[config.mk]
export PLATFORM = sky130hd
export DESIGN_NAME = muldiv_seq
export DESIGN_NICKNAME = d
export VERILOG_FILES = /design/src/rtl/muldiv_seq.sv
export SDC_FILE = /design/constraint.sdc
export NUM_CORES = 1
export LEC_CHECK = 0
export ABC_AREA = 1
export BUFFER_PORTS_ARGS = -buffer_cell sky130_fd_sc_hd__buf_2
export CAP_MARGIN = 30
export CORE_ASPECT_RATIO = 0.5
export CORE_UTILIZATION = 30
export DETAILED_ROUTE_END_ITERATION = 8
export SLEW_MARGIN = 20
export SYNTH_ARGS = -nofsm -noshare
export SYNTH_HDL_FRONTEND = slang
export SYNTH_SLANG_ARGS = --single-unit
[constraint.sdc]
create_clock -name clk -period 5.12 [get_ports clk]
set_input_delay 0.256 -clock clk [delete_from_list [all_inputs] [get_ports clk]]
set_output_delay 0.256 -clock clk [all_outputs]
set_load 0.03 [all_outputs]
[src/rtl/muldiv_seq.sv]
// Iterative RV32M multiply/divide sequencer: radix-2 shift/add multiply, restoring divide.
// Define MULDIV_MUL_FAST_EN to replace the iterative multiplier with a one-cycle 33x33 multiply.
module muldiv_seq #(
  parameter int unsigned XLEN = 32
) (
  input  logic            clk,
  input  logic            rst,
  input  logic            start,
  input  logic [2:0]      funct3,
  input  logic [XLEN-1:0] op_a,
  input  logic [XLEN-1:0] op_b,
  input  logic            flush,
  output logic            stall,
  output logic            busy,
  output logic            done,
  output logic [XLEN-1:0] result
);
  localparam int unsigned CW = 6;
  localparam int unsigned PW = 2 * XLEN;
  localparam logic [CW-1:0]   LAST    = CW'(31);
  localparam logic [XLEN-1:0] MIN_NEG = {1'b1, {(XLEN-1){1'b0}}};

  typedef enum logic [1:0] {S_IDLE, S_MUL, S_DIV, S_DONE} state_t;
  state_t state, state_nxt;

  logic [CW-1:0]   cnt_q;
  logic [1:0]      f3_q;
  logic            neg_q, neg_r_q;
  logic [XLEN-1:0] opnd_q, hi_q, lo_q;

  logic            signed_a, signed_b, neg_a, neg_b;
  logic [XLEN-1:0] mag_a, mag_b;
  logic            div_zero, div_ovf, fast_div, accept;
  logic [XLEN-1:0] fast_res;

  logic [XLEN:0]   mul_sum, div_sh;
  logic [XLEN-1:0] div_diff;
  logic            div_ge;
  logic [XLEN-1:0] iter_hi, iter_lo;
  logic [PW-1:0]   prod, prod_s;
  logic [XLEN-1:0] quo, rem_v, mul_res, div_res;

  // Operand signedness, magnitudes and the divide fast path
  always_comb begin
    signed_a = funct3[2] ? ~funct3[0] : (funct3[1:0] != 2'b11);
    signed_b = funct3[2] ? ~funct3[0] : ~funct3[1];
    neg_a    = signed_a & op_a[XLEN-1];
    neg_b    = signed_b & op_b[XLEN-1];
    mag_a    = neg_a ? -op_a : op_a;
    mag_b    = neg_b ? -op_b : op_b;
    div_zero = (op_b == '0);
    div_ovf  = ~funct3[0] & (op_a == MIN_NEG) & (op_b == '1);
    fast_div = funct3[2] & (div_zero | div_ovf);
    if (div_zero) fast_res = funct3[1] ? op_a : '1;
    else          fast_res = funct3[1] ? '0 : MIN_NEG;
    accept   = (state == S_IDLE) & start & ~flush;
  end

`ifdef MULDIV_MUL_FAST_EN
  logic signed [XLEN:0] ext_a, ext_b;
  logic [PW-1:0]        fast_prod;
  logic [XLEN-1:0]      fast_mul_res;

  always_comb begin
    ext_a        = {signed_a & op_a[XLEN-1], op_a};
    ext_b        = {signed_b & op_b[XLEN-1], op_b};
    fast_prod    = PW'(ext_a * ext_b);
    fast_mul_res = (funct3[1:0] == 2'b00) ? fast_prod[XLEN-1:0] : fast_prod[PW-1:XLEN];
  end
`endif

  // One iteration step; hi_q is the running sum/remainder, lo_q the multiplier/quotient
  always_comb begin
    mul_sum  = {1'b0, hi_q} + (lo_q[0] ? {1'b0, opnd_q} : '0);
    div_sh   = {hi_q, lo_q[XLEN-1]};
    div_ge   = (div_sh >= {1'b0, opnd_q});
    div_diff = div_sh[XLEN-1:0] - opnd_q;
    if (state == S_MUL) begin
      iter_hi = mul_sum[XLEN:1];
      iter_lo = {mul_sum[0], lo_q[XLEN-1:1]};
    end else begin
      iter_hi = div_ge ? div_diff : div_sh[XLEN-1:0];
      iter_lo = {lo_q[XLEN-2:0], div_ge};
    end
    prod    = {iter_hi, iter_lo};
    prod_s  = neg_q ? -prod : prod;
    mul_res = (f3_q == 2'b00) ? prod_s[XLEN-1:0] : prod_s[PW-1:XLEN];
    quo     = neg_q ? -iter_lo : iter_lo;
    rem_v   = neg_r_q ? -iter_hi : iter_hi;
    div_res = f3_q[1] ? rem_v : quo;
  end

  always_ff @(posedge clk or posedge rst) begin
    if (rst) state <= S_IDLE;
    else     state <= state_nxt;
  end

  always_comb begin
    state_nxt = state;
    if (flush) begin
      state_nxt = S_IDLE;
    end else begin
      case (state)
        S_IDLE: if (start) begin
`ifdef MULDIV_MUL_FAST_EN
          if (funct3[2]) state_nxt = fast_div ? S_DONE : S_DIV;
          else           state_nxt = S_DONE;
`else
          if (funct3[2]) state_nxt = fast_div ? S_DONE : S_DIV;
          else           state_nxt = S_MUL;
`endif
        end
        S_MUL, S_DIV: if (cnt_q == LAST) state_nxt = S_DONE;
        S_DONE: state_nxt = S_IDLE;
        default: state_nxt = S_IDLE;
      endcase
    end
  end

  // stall is combinational so EX holds the op from the very cycle it appears
  always_comb begin
    stall = ~rst & (((state == S_IDLE) & start & ~flush) | (state == S_MUL) | (state == S_DIV));
    busy  = (state != S_IDLE);
    done  = (state == S_DONE);
  end

  always_ff @(posedge clk or posedge rst) begin
    if (rst) begin
      cnt_q   <= '0;
      f3_q    <= '0;
      neg_q   <= 1'b0;
      neg_r_q <= 1'b0;
      opnd_q  <= '0;
      hi_q    <= '0;
      lo_q    <= '0;
    end else if (accept) begin
      cnt_q   <= '0;
      f3_q    <= funct3[1:0];
      neg_q   <= neg_a ^ neg_b;
      neg_r_q <= neg_a;
      hi_q    <= '0;
      opnd_q  <= funct3[2] ? mag_b : mag_a;
      lo_q    <= funct3[2] ? mag_a : mag_b;
    end else if (state == S_MUL || state == S_DIV) begin
      hi_q  <= iter_hi;
      lo_q  <= iter_lo;
      cnt_q <= cnt_q + CW'(1);
    end
  end

  always_ff @(posedge clk or posedge rst) begin
    if (rst) begin
      result <= '0;
    end else if (accept && fast_div) begin
      result <= fast_res;
`ifdef MULDIV_MUL_FAST_EN
    end else if (accept && !funct3[2]) begin
      result <= fast_mul_res;
`endif
    end else if (!flush && (state == S_MUL || state == S_DIV) && cnt_q == LAST) begin
      result <= (state == S_MUL) ? mul_res : div_res;
    end
  end

endmodule

; ---- Word-level counts from Yosys, hierarchy flattened
; Cells that the tools add are included.
[word_totals]
word_cells = 89
inputBits = 71
regBits = 140
out_inout_bits = 35
[op_classes]
n_eq_ne = 9
muxes = 33
n_reduce_logical = 13
order_cmp = 1
bitwise_logic = 16
n_addsub = 8
[ops]
columns = cell, count
row1 = 32-bit two-way mux, 22
row2 = 32-bit negator, 4
row3 = "32-bit equality test, second input constant", 2
row4 = 64-bit two-way mux, 1
row5 = 64-bit negator, 1
row6 = 32-bit by 32-bit adder with 33-bit output, 1
row7 = 33-bit by 32-bit greater-or-equal comparator with 1-bit output, 1
row8 = 32-bit logical NOT, 1
row9 = 32-bit subtractor, 1
row10 = 6-bit two-way mux, 2
row11 = 1-bit bitwise AND, 8
row12 = 2-bit two-way mux, 4
row13 = "6-bit by 1-bit adder with 6-bit output, second input constant", 1
row14 = "6-bit by 5-bit equality test with 1-bit output, second input constant", 1
row15 = "3-bit inequality test, second input constant", 2
row16 = 2-bit one-hot mux with 3 select lines, 1
row17 = 2-bit nonzero test, 3
row18 = "2-bit equality test, second input constant", 2
row19 = 2-bit logical NOT, 2
row20 = 1-bit NOT, 4
row21 = 1-bit logical AND, 3
row22 = 1-bit two-way mux, 3
row23 = 1-bit OR, 3
row24 = "2-bit by 1-bit equality test with 1-bit output, second input constant", 1
row25 = 6 further kinds, 6

; ---- Logic depth before layout (Yosys ltp)
; Gate-level depths: netlist of run 1.
[depth]
word_depth = 10
ltp_mapped = 34
mapped_depth_nobuf = 33

; ---- Worst setup path before layout of run 1
; No wires, ideal clock.
[synth_path]
path_kind = register -> register
from = register hi_q[27]
to = register result[10]
path_buffers = 1
path_slack_ns = 1.464
t_arrival_ns = 3.538
stages_incl_launch_ff = 29
setup_time_ns = 0.118
required_time_ns = 5.002
synth_period_minus_slack_ns = 3.656
path_cell_list = dfrtp_1 > ha_1 > nand2_2 > inv_2 > nand2_1 > nand2_1 > a21oi_2 > nand2_4 > nor2_8 > buf_6 > nand3_2 > nand2_2 > ha_1 > nand3_1 > nor2_1 > nand3_1 > inv_1 > nand2_1 > nor3_2 > nand3_1 > nor2_1 > nand3_2 > o21ai_4 > or2_1 > nand3_1 > nand2_1 > nand2_1 > a21oi_1 > nor2_1
[synth_between]
elab_chain_len = 9
elab_cells_between_ends = 15
classes_between = add/sub (3) / order compare (1) / mux (11)
[synth_lines]
columns = item, line_no
row1 = "start, declared", 29  ; logic [XLEN-1:0] opnd_q, hi_q, lo_q;
row2 = "start signal, assigned", 145  ; hi_q <= iter_hi;
row3 = 33-bit by 32-bit greater-or-equal comparator with 1-bit output (*), 76  ; div_ge = (div_sh >= {1'b0, opnd_q});
row4 = 32-bit two-way mux, 82  ; iter_hi = div_ge ? div_diff : div_sh[XLEN-1:0];
row5 = 32-bit two-way mux, 78  ; if (state == S_MUL) begin
row6 = 64-bit negator or 32-bit negator (tied branches), "86, 89"
row7 = 64-bit two-way mux or 32-bit two-way mux (tied branches), "86, 89"
row8 = "32-bit two-way mux, on equally long branches", "87, 90"
row9 = 32-bit two-way mux (*), 161  ; result <= (state == S_MUL) ? mul_res : div_res;
row10 = 32-bit two-way mux (*), 160  ; end else if (!flush && (state == S_MUL || state == S_DIV) && cnt_q == LAST) begin
row11 = 32-bit two-way mux (*), 154  ; end else if (accept && fast_div) begin
row12 = "end signal, assigned", 155  ; result <= fast_res;
row13 = "end signal, assigned", 161
row14 = "end, declared", 16  ; output logic [XLEN-1:0] result
; Mark *: on every way between the ends. The rest lies on a longest branch, timed or not. The select of a mux whose other input is x is not followed.
; A chain may end at the register's enable or synchronous reset.

; ---- Worst setup path after layout of run 1
[layout_path]
from = register hi_q[25]
to = register result[24]
[layout_between]
elab_chain_len = 9
elab_cells_between_ends = 16
classes_between = add/sub (4) / order compare (1) / mux (11)
[layout_lines]
columns = item, line_no
row1 = 33-bit by 32-bit greater-or-equal comparator with 1-bit output, 76
row2 = 32-bit two-way mux, 82
row3 = 32-bit two-way mux, 78
row4 = 64-bit negator or 32-bit negator (tied branches), "86, 89"
row5 = 64-bit two-way mux or 32-bit two-way mux (tied branches), "86, 89"
row6 = "32-bit two-way mux, on equally long branches", "87, 90"
row7 = 32-bit two-way mux (*), 161
row8 = 32-bit two-way mux (*), 160
row9 = 32-bit two-way mux (*), 154
; Marked as above.

==> results.cfg, run 1 <==
[run_status]
status = finished with violations
violations = negative hold slack

[setup_path]
cp_slowest_cell = dfrtp_1
crit_required_ps = 5490
critical_path_class = register to register
cpPeakStageDelay_ps = 420
critPathMostFrequentCell = nand2_1
end_kind = register
crit_start = hi_q[25]
path_max_fanout = 9
startpoint_type = register
arrival_ps = 5050
r2r-start = hi_q[25]

[sta]
setup_viol = 0
tns_ps = 0
rsz0062_at_grt = no
timing.fmax_mhz = 214
hold_viol_final = 23
maxSlewHeadroom = 0.251
tightest_slew_ps = 1110
holdWs_ps = -56.1
maxSlewViolCount = 0
finalCriticalPeriod_ps = 4680
min_period_over_period = 0.914
clock_skew_ps = 15.6

[floorplan]
ios = 106
core.rowCount = 63
start_util = 0.307
dieWidth_um = 352
fp.coreArea_um2 = 59800
die_y_um = 177
dieArea_um2 = 62300

[synthesis]
syn_area_per_cell_um2 = 5.71
ys_warn_count = 0
async_flop_share = 1.00
ys_types = 53
ys_top_cells_by_area = nand2_1 20%, dfrtp_1 19%, inv_1 9.3%
synth_seq_cells = 140
netlist.area_leader.share = 0.204
synth-main-ff-cell = dfrtp_1
syn_inst = 3216
synth-edff-count = 0
yosysSeqAreaShare = 0.191
synth_fp_nets = 3363
synth_commonest_cells = 999 x nand2_1, 456 x inv_1, 315 x nand3_1, 305 x nor2_1, 179 x o21ai_0
synth_area_leader_cell = nand2_1
netlist_area_um2 = 18400
synth.most_common_cell = nand2_1

[global_route]
antenna_found_initial = 5
grt_pass1_vias = 20100
grt_pass1_wl_mm = 131
grt-ovfl-total = 0
grt_max_degree = 141
track_usage = 0.285

[cts]
clock-root-buffer = clkbuf_16
post-cts-setup-buffer-count = 0
clk_latency_ps = 480
numCtsBuffers = 17
cts_tree = built
cts.path.max_buffers = 2
htreeDepth = 4
cts.sinks = 140
hold_buffers = 0
cts_resized = 0
clk_pin_slew_worst_paths_ps = 70

[detailed_routing]
firstDrtPassIters = 6
ant_nets = 0
drtIter0Drc = 2675
wire_per_inst_um = 22.1
route.detailed.vias_per_inst = 5.37
dr_total_vias = 21900
drt_wl_total_mm = 90.2
drc_errors = 0

[placed_design]
place_congestion = 1.03
portBuffers = 105
hpwlAfterDp_mm = 73.4
dp.cells = 4049

[finish]
n_fill_cell = 6785
seqCellArea_um2 = 3500
drive_above_1_share = 0.0975
multiInputGateArea_um2 = 12600
diodes = 0
layoutNonFillerInstCount = 4083
syn_to_final_growth_pct = 10.6
layout.nets = 3405

[run]
drv_cap = 0

[worst_hold_path]
worstHoldPathType = input pin to async pin
[state kept, by name, summed over array words and instances (netlist names)]
| register | count |
|---|---|
| hi_q | 32 |
| lo_q | 32 |
| opnd_q | 32 |
| result | 32 |
| cnt_q | 6 |
| f3_q | 2 |
| state | 2 |
| neg_q | 1 |
| neg_r_q | 1 |
[routing by layer]
layer | up-vias | GRT usage | share of wire
li1 | 10300 | - | -
met1 | 10400 | 0.392 | 0.45
met2 | 1048 | 0.430 | 0.42
met3 | 120 | 0.0715 | 0.10
met4 | 4 | 0.0959 | 0.033
met5 | - | 0 | 0.00039
[placed cells by master (no fill, tap or decap), types with 10 or more instances in the layout]
cell type and n:
o221ai_1 27, inv_2 18, nand3_2 13, o21ai_0 179, or2_2 22, nand2_1 998
inv_1 453, o21ai_1 21, dfrtp_1 139, o22ai_1 39, o21bai_1 10, nor3_1 39
o211ai_1 22, nand2_2 32, a21oi_1 132, buf_2 105, nand3_1 315, nand4_1 29
clkbuf_16 17, xnor2_1 28, buf_4 34, nor2_1 302, xor2_1 88, ha_1 73
nor2_2 23, nor4_1 10
[cells by family after synthesis]
kind of cell               count (synthesis)  synth area share
and+or+nand+nor                         1822             0.428
buffers and inverters                    595             0.128
AOI/OAI and AO/OA                        467             0.145
DFF                                      140             0.191
xor gates and xnor gates                 116            0.0553
adders and majority gates                 76            0.0526
[worst paths after layout]
kind	to	slack (ps)	cells past startpoint
setup / recovery	result[24]	440	30
hold reg to reg	result[5]	500	2
hold / removal	state[0]	-60	3
max in group asynchronous	hi_q[31]	4370	3
setup reg to reg	result[24]	440	30
min in group clk	opnd_q[0]	80	3
[worst max-delay path: cells and delay by family (launching register included)]
kind	cells	cell delay [ps]
adders and majority gates	2	550
AOI/OAI and AO/OA	2	480
and+or+nand+nor	24	2880
DFF	1	420
buffers and inverters	2	230
[area by class of cell]
cell class / count / share of cell area
Clock buffer: 18 / 0.0211
Sequential cell: 140 / 0.173
Tap cell: 812 / 0.0500
Inverter: 475 / 0.0880
Clock inverter: 14 / 0.00844
Timing Repair Buffer: 143 / 0.0415
Multi-Input combinational cell: 2481 / 0.618
[metrics by stage]
step / area (um2) / util / worst slack, ps
after floorplan: 18400 / - / 1110
after CTS: 20300 / 0.339 / 427
final: 20300 / 0.339 / 440
after global routing: 20300 / 0.339 / 35.8
after global placement: 19700 / 0.329 / 461
after detailed placement: 19700 / 0.329 / 449
Power of run 1 is not shown: default switching activity piles up to over one toggle a cycle in this logic, so the estimate is an artifact.
==> run 2: changes to the inputs <==
--- a/config.mk
+++ b/config.mk
@@ -11,6 +11,7 @@
 export CORE_ASPECT_RATIO = 0.5
 export CORE_UTILIZATION = 30
 export DETAILED_ROUTE_END_ITERATION = 8
+export PLACE_DENSITY_LB_ADDON = 0.1
 export SLEW_MARGIN = 20
 export SYNTH_ARGS = -nofsm -noshare
 export SYNTH_HDL_FRONTEND = slang
==> run 2 against run 1 <==
Design area up 0.38%. The flow still finishes with violations (negative hold slack). First-iteration DRC count shrank 7.7%. Register-to-register slack better by 70 ps. Clock skew up 4.2 ps. Global-route usage rose by 2.1 points.
==> results.cfg, run 2 (same netlist as run 1, synthesis figures left out) <==
[global_route]
grt_max_degree = 141
antenna_found_initial = 6
grt-ovfl-total = 0
track_usage = 0.305
grt_pass1_wl_mm = 139
grt_pass1_vias = 20100

[placed_design]
portBuffers = 105
dp.cells = 4061
hpwlAfterDp_mm = 78.0
dp_slack_ps = 652
place_congestion = 1.01

[floorplan]
start_util = 0.307
ios = 106
core.rowCount = 63
dieArea_um2 = 62300
fp.coreArea_um2 = 59800
dieWidth_um = 352
die_y_um = 177

[setup_path]
r2r-start = opnd_q[5]
critPathMostFrequentCell = nand2_1
cpPeakStageDelay_ps = 420
critical_path_class = register to register
cp_slowest_cell = dfrtp_1
cp_top_family = simple AND/OR/NAND/NOR gates
crit_buf_inv = 4
crit_required_ps = 5510
crit_path_end = result[16]
startpoint_type = register
path_depth = 28
r2r_slack_ps = 510
path_max_fanout = 23
end_kind = register
crit_start = opnd_q[5]
arrival_ps = 5000
r2r_end = result[16]
rr_worst_depth = 28

[detailed_routing]
wire_per_inst_um = 23.4
drc_errors = 0
drt_wl_total_mm = 95.9
drtIter0Drc = 2469
ant_nets = 0
route.detailed.vias_per_inst = 5.31
firstDrtPassIters = 5
dr_total_vias = 21700

[run_status]
status = finished with violations
violations = negative hold slack

[sta]
tightest_slew_ps = 1050
clock_skew_ps = 19.9
rsz0062_at_grt = no
setup_viol = 0
hold_viol_final = 34
tns_ps = 0
holdWs_ps = -112
setup_slack_ps = 509
maxSlewViolCount = 0
maxSlewHeadroom = 0.301
finalCriticalPeriod_ps = 4610
min_period_over_period = 0.901
timing.fmax_mhz = 217

[finish]
syn_to_final_growth_pct = 11.0
n_fill_cell = 6858
drive_above_1_share = 0.101
final_cell_mix = 997 x nand2_1, 452 x inv_1, 315 x nand3_1, 303 x nor2_1, 179 x o21ai_0
layout_commonest_cell = nand2_1
layoutNonFillerInstCount = 4093
diodes = 0
layout.nets = 3415

[cts]
clk_pin_slew_worst_paths_ps = 80
cts.sinks = 140
htreeDepth = 4
post-cts-setup-buffer-count = 0
clk_latency_ps = 500
cts_resized = 0
cts.path.max_buffers = 2
clock-root-buffer = clkbuf_16
numCtsBuffers = 17
cts_tree = built
hold_buffers = 0

[worst_hold_path]
worstHoldPathType = input pin to async pin

[run]
drv_cap = 0
[run 2: cell count changes in the layout (fill, tap and decap cells not counted), moves of 3 or more]
| cell | previous run | this run |
|---|---|---|
| clkinv_2 | 3 | 0 |
| buf_4 | 34 | 45 |
| inv_6 | 2 | 5 |
| clkinv_4 | 4 | 1 |
[run 2: worst min path at each step]
stage | endpoint | slack, ps | start | cells after the start
4_1_cts | opnd_q[0] | 20 | op_b[0] | 3
3_5_place_dp | result[11] | 470 | result[11] | 2
5_1_grt | state[0] | 20 | rst | 3
6_report | state[0] | -110 | rst | 3
3_3_place_gp | result[11] | 470 | result[11] | 2
2_1_floorplan | opnd_q[0] | 410 | op_b[0] | 2
[run 2: stage by stage]
stage                     utilization  instance area (um2)  hold slack, ps
final                           0.341                20400            -112
after global routing            0.341                20400            24.5
after CTS                       0.341                20400            23.6
after detailed placement        0.331                19800             467
after global placement          0.331                19800             469
after floorplan                     -                18400             406
[run 2: area by class of cell]
cell class | count | area, um2 | share of cell area
multi-input combinational | 2481 | 12500 | 0.616
tap | 812 | 1020 | 0.0498
clock inverter | 13 | 153 | 0.00749
clock buffer | 19 | 453 | 0.0222
timing repair buffer | 153 | 923 | 0.0453
sequential | 140 | 3500 | 0.172
inverter | 475 | 1790 | 0.0877
[run 2: worst register-to-register path: cells and delay by family (launching register included)]
family	cells	cell delay, ps
and+or+nand+nor	21	2510
DFF	1	420
AOI/OAI and AO/OA	1	160
buffers and inverters	4	790
adders and majority gates	2	640
[run 2: metal layers]
metal	wire length, um	vias to the layer above	share of wire	GRT usage
met4	1890	0	0.020	0.0673
met5	0	-	0	0
met1	46700	10300	0.49	0.453
met2	39700	922	0.41	0.458
met3	7510	87	0.078	0.0491
li1	-	10400	-	-
Power of run 2 is left out for the same reason.
